[config.mk]
export PLATFORM = sky130hd
export DESIGN_NAME = fifo_wr_arbiter
export DESIGN_NICKNAME = d
export VERILOG_FILES = /design/src/rtl/fifo_wr_arbiter.sv
export SDC_FILE = /design/constraint.sdc
export NUM_CORES = 1
export LEC_CHECK = 0
export CORE_MARGIN = 1
export CORE_UTILIZATION = 60
export CTS_BUF_LIST = sky130_fd_sc_hd__clkbuf_8
export DETAILED_ROUTE_END_ITERATION = 10
export DONT_BUFFER_PORTS = 1
export GPL_TIMING_DRIVEN = 0
export PLACE_DENSITY = 0.76
export SYNTH_ARGS = -nofsm -noshare
export SYNTH_HDL_FRONTEND = slang
export SYNTH_SLANG_ARGS = --single-unit
[constraint.sdc]
create_clock -name clk -period 3.3 [get_ports clk]
set_input_delay 0 -clock clk [delete_from_list [all_inputs] [get_ports clk]]
set_output_delay 0 -clock clk [all_outputs]
set_load 0.02 [all_outputs]
[src/rtl/fifo_wr_arbiter.sv]
// Round-robin arbiter sharing one FIFO write port between NREQ valid/ready producers.
// Optional ARB_STATS_EN adds saturating beat/stall counters (stat_beats, stat_stalls).
module fifo_wr_arbiter #(
  parameter int NREQ      = 4,
  parameter int DW        = 8,
  parameter int MAX_BURST = 4
) (
  input  logic               clk,
  input  logic               rst,
  input  logic [NREQ-1:0]    req_valid,
  input  logic [NREQ*DW-1:0] req_data,
  output logic [NREQ-1:0]    req_ready,
  input  logic               fifo_full,
  output logic               fifo_w_en,
  output logic [DW-1:0]      fifo_data,
  output logic [NREQ-1:0]    gnt
`ifdef ARB_STATS_EN
  ,
  output logic [15:0]        stat_beats,
  output logic [15:0]        stat_stalls
`endif
);

  localparam int OW = (NREQ > 1) ? $clog2(NREQ) : 1;
  localparam int CW = (MAX_BURST > 1) ? $clog2(MAX_BURST) : 1;
  localparam logic [OW-1:0] LAST_IDX  = OW'(NREQ - 1);
  localparam logic [CW-1:0] LAST_BEAT = CW'(MAX_BURST - 1);

  typedef enum logic {
    IDLE  = 1'b0,
    BURST = 1'b1
  } state_t;

  state_t          r_state;
  state_t          w_state_nxt;
  logic [OW-1:0]   r_owner;
  logic [OW-1:0]   w_owner_nxt;
  logic [OW-1:0]   r_rr_ptr;
  logic [OW-1:0]   w_rr_ptr_nxt;
  logic [CW-1:0]   r_beat_cnt;
  logic [CW-1:0]   w_beat_cnt_nxt;

  logic [OW-1:0]   w_cand [NREQ];
  logic [DW-1:0]   w_slice [NREQ];
  logic [OW-1:0]   w_winner;
  logic            w_any_valid;
  logic [OW-1:0]   w_owner_inc;
  logic            w_owner_valid;
  logic            w_xfer;

  // Candidate k is the k-th index visited when searching from rr_ptr.
  for (genvar g = 0; g < NREQ; g++) begin : g_slot
    assign w_cand[g]  = OW'((int'(r_rr_ptr) + g) % NREQ);
    assign w_slice[g] = req_data[g*DW +: DW];
  end

  always_comb begin
    // NOTE: every combinational output gets a default first so no path can infer a latch.
    w_winner    = r_rr_ptr;
    w_any_valid = 1'b0;
    // Walk from the farthest candidate down so the closest valid one wins.
    for (int k = NREQ - 1; k >= 0; k--) begin
      if (req_valid[w_cand[k]]) begin
        w_winner    = w_cand[k];
        w_any_valid = 1'b1;
      end
    end
  end

  assign w_owner_inc   = (r_owner == LAST_IDX) ? '0 : r_owner + 1'b1;
  assign w_owner_valid = req_valid[r_owner];
  assign w_xfer        = (r_state == BURST) && w_owner_valid && !fifo_full;

  always_comb begin
    w_state_nxt    = r_state;
    w_owner_nxt    = r_owner;
    w_rr_ptr_nxt   = r_rr_ptr;
    w_beat_cnt_nxt = r_beat_cnt;
    case (r_state)
      IDLE: begin
        if (w_any_valid) begin
          w_state_nxt    = BURST;
          w_owner_nxt    = w_winner;
          w_beat_cnt_nxt = '0;
        end
      end
      BURST: begin
        if (!w_owner_valid) begin
          w_state_nxt  = IDLE;
          w_rr_ptr_nxt = w_owner_inc;
        end else if (w_xfer) begin
          if (r_beat_cnt == LAST_BEAT) begin
            w_state_nxt  = IDLE;
            w_rr_ptr_nxt = w_owner_inc;
          end else begin
            w_beat_cnt_nxt = r_beat_cnt + 1'b1;
          end
        end
      end
      default: w_state_nxt = IDLE;
    endcase
  end

  always_comb begin
    gnt       = '0;
    req_ready = '0;
    fifo_w_en = w_xfer;
    fifo_data = w_xfer ? w_slice[r_owner] : '0;
    for (int k = 0; k < NREQ; k++) begin
      gnt[k]       = (r_state == BURST) && (r_owner == OW'(k));
      req_ready[k] = w_xfer && (r_owner == OW'(k));
    end
  end

  always_ff @(posedge clk) begin
    // NOTE: sequential state uses non-blocking assignments so all registers update together.
    if (rst) begin
      r_state    <= IDLE;
      r_owner    <= '0;
      r_rr_ptr   <= '0;
      r_beat_cnt <= '0;
    end else begin
      r_state    <= w_state_nxt;
      r_owner    <= w_owner_nxt;
      r_rr_ptr   <= w_rr_ptr_nxt;
      r_beat_cnt <= w_beat_cnt_nxt;
    end
  end

`ifdef ARB_STATS_EN
  logic [15:0] r_stat_beats;
  logic [15:0] r_stat_stalls;
  logic        w_stall;

  assign w_stall = (r_state == BURST) && w_owner_valid && fifo_full;

  // Both counters stick at all-ones rather than wrapping.
  always_ff @(posedge clk) begin
    if (rst) begin
      r_stat_beats  <= '0;
      r_stat_stalls <= '0;
    end else begin
      if (fifo_w_en && (r_stat_beats != 16'hFFFF))
        r_stat_beats <= r_stat_beats + 16'd1;
      if (w_stall && (r_stat_stalls != 16'hFFFF))
        r_stat_stalls <= r_stat_stalls + 16'd1;
    end
  end

  assign stat_beats  = r_stat_beats;
  assign stat_stalls = r_stat_stalls;
`endif

endmodule
==> run summary <==
Overall die width: 39.4 um
Number of antenna violations at the first check in global routing: 0
Rel. slew slack: 0.756
Routed length on met3: 132 um
Slew at the pin closest to its max-slew limit: 0.365 ns
Vias in the first global route: 562
Leftover overflow at the end of global routing: 0
Sequential power share: 0.303
Net count of the finished layout: 138
Placement row count: 13
Prevailing post-synth register cell: sky130_fd_sc_hd__dfxtp_1
Minimum period implied by the final worst setup slack: 1.74 ns
Type of the worst setup path: flop to primary output
Highest metal layer with signal wires: met4
Final hold violation count: 0
Syn-to-layout area delta: 8.81%
Distinct cell type count of the synthesized netlist: 31
Setup violators final: 0
Required @ worst endpoint: 3.30 ns
Result of the run: finished clean
Post-route cell area: 912 um^2
Arrival time at the worst endpoint: 1.74 ns
Clock network power share: 0.348
Net switching power: 107 uW
Clock insertion delay at the later pin of the skew report: 0.23 ns
TritonCTS clock tree: yes
Warnings from Yosys: 0
Number of H-tree levels: 1
1st-pass router iterations: 2
Metal2 WL: 885 um
Total setup buffers inserted after CTS: 0
Die Outline Area: 1550 um^2
Via count: 714
Number of primary I/O pins: 56
Starting utilization of the core area: 0.644
Die height: 39.4 um
Global-route wire length before repair: 2.39 mm
Setup Skew: 0.000344 ns
Average wire per cell in the routed design: 16.3 um
Count of placed standard cells in the final layout, fillers left out: 108
Final Max Tran Viols: 0
Diode count: 0
Launching element type of the critical path: flop
Global-route usage over all layers: 0.229
Power per unit of standard cell area: 369 nW/um^2
Peak Freq: 573 MHz
Combined area of all synthesized cells: 838 um^2
Critical path fanouts, max: 10
Max-capacitance violation count: 0
Nets in the synthesized netlist: 132
Sequential fraction of the synthesis area: 0.167
Half-perimeter wire length after placement: 1.38 mm
Relative contribution of combinational cells to total power: 0.349
Internal power summed over all cells: 230 uW
DRC violations left: 0
Worst Hold Slack: 0.0370 ns
Overall power after layout: 336 uW
Worst min-delay path category: input port to flop
CTS sink cnt: 7
Number of storage elements in the synthesis netlist: 7
Avg Inst Size Synth: 9.53 um^2
Number of enable flip-flop cells after synthesis: 0
CTS Root Cell: sky130_fd_sc_hd__clkbuf_8
Switching power share of the total: 0.317
Final Util: 0.701
Layout cells sized above 1: 0.204
Final wirelength: 1.76 mm
Maximum count of clock buffers along a single path: 2
Placed Cells: 103
Pin count of the biggest net entering global routing: 11
Area after DPL: 857 um^2
Aggregate negative setup slack: 0 ns
Detailed-route vias per instance: 6.61
DRC violation total after the first TritonRoute iteration: 8
Area of the placeable core: 1300 um^2
Setup WS post-layout: 1.56 ns
Clk pin slew, worst setup/hold paths: 0.04 ns
Worst vdd ir: 0.000294 V
Ys async rst share: 0
Met1 wire length: 724 um
Count of port buffers added during placement: 0
Final antenna-violating net count: 0
Placer congestion estimate: 0.702
Number of instances in the synthesized netlist: 88
Post-route fraction of the period consumed by the critical path: 0.528
Critical Path End Type: primary output
Worst slack after detailed placement: 1.69 ns
Leak Pwr: 0.396 nW
Number of buffers added by the clock tree synthesis step: 3
Unrepaired setup endpoints after global routing: false
-- power by group through the flow --
stage          Combinational [mW]  Sequential, mW  Clock, mW
2_1_floorplan               0.101           0.101          0
3_3_place_gp                0.114           0.103          0
3_5_place_dp                0.116           0.103          0
4_1_cts                     0.118           0.102      0.119
5_1_grt                     0.130           0.103      0.124
6_report                    0.117           0.102      0.117
-- state kept, by name (all words and copies together), names as in the netlist --
signal	count
r_state	1
r_owner	2
r_rr_ptr	2
r_beat_cnt	2
-- synthesized netlist by cell type, drive strengths merged (2+ instances only) --
library cell | count | area share
a21oi | 4 | 0.024
and2 | 4 | 0.030
and3 | 13 | 0.097
buf | 3 | 0.028
dfxtp | 7 | 0.17
ha | 5 | 0.075
inv | 6 | 0.027
mux2i | 3 | 0.036
mux4 | 9 | 0.25
nand2 | 4 | 0.018
nand3 | 2 | 0.012
nor2 | 4 | 0.018
nor2b | 4 | 0.030
nor3 | 5 | 0.036
o21a | 2 | 0.018
o21ai | 2 | 0.012
-- critical path: stages (launching register included) --
cell and delay, ns:
sky130_fd_sc_hd__dfxtp_1 0.46, sky130_fd_sc_hd__mux4_2 0.61, sky130_fd_sc_hd__buf_2 0.20, sky130_fd_sc_hd__and3_1 0.25
-- logic make-up (layout without fill, tap and decap cells) --
kind of cell | count (synthesis) | in the layout | synth area share
simple gates | 40 | 40 | 0.290
compound gates | 13 | 13 | 0.109
mux | 13 | 13 | 0.300
buf+inv | 10 | 15 | 0.0597
flops | 7 | 7 | 0.167
fa+ha+maj | 5 | 5 | 0.0746
-- placed cells by master, fill, tap and decap left out, drive strengths merged, types with 2 or more instances in the layout --
cell type and instances:
a21oi 4, and2 4, and3 13, buf 3, clkbuf 4, dfxtp 7, ha 5, inv 7
mux2i 3, mux4 9, nand2 4, nand3 2, nor2 4, nor2b 4, nor3 5, o21a 2
o21ai 2
-- final timing paths --
path	startpoint	end	slack (ns)	depth (start not counted)
max	r_owner[0]$_SDFFE_PP0P_	req_ready[2]	1.56	3
min	rst	r_rr_ptr[0]$_SDFFE_PP0P_	0.04	2
max reg2reg	r_owner[1]$_SDFFE_PP0P_	r_rr_ptr[0]$_SDFFE_PP0P_	1.69	5
min reg2reg	r_beat_cnt[1]$_SDFFE_PP0P_	r_beat_cnt[1]$_SDFFE_PP0P_	0.48	2
-- final cells by class --
cell class,count,area (um^2)
clock buffers,3,41.3
flip-flops and latches,7,140
repair buffers,1,10.0
plain buffers,4,27.5
multi-input cells,71,648
clock inverters,1,3.75
well taps,15,18.8
fillers,103,389
inverters,6,22.5
-- routing by layer --
metal  global-route usage  vias up
li1                     -      347
met1                0.253      333
met2                0.421       32
met3               0.0398        2
met4                0.103        0
met5                    0        -
-- timing repair --
action	4_1_cts	5_1_grt
gates resized for setup	0	0
endpoints found under the hold margin	6	0
hold buffers	1	0
Power figures use the tool's default switching activity.
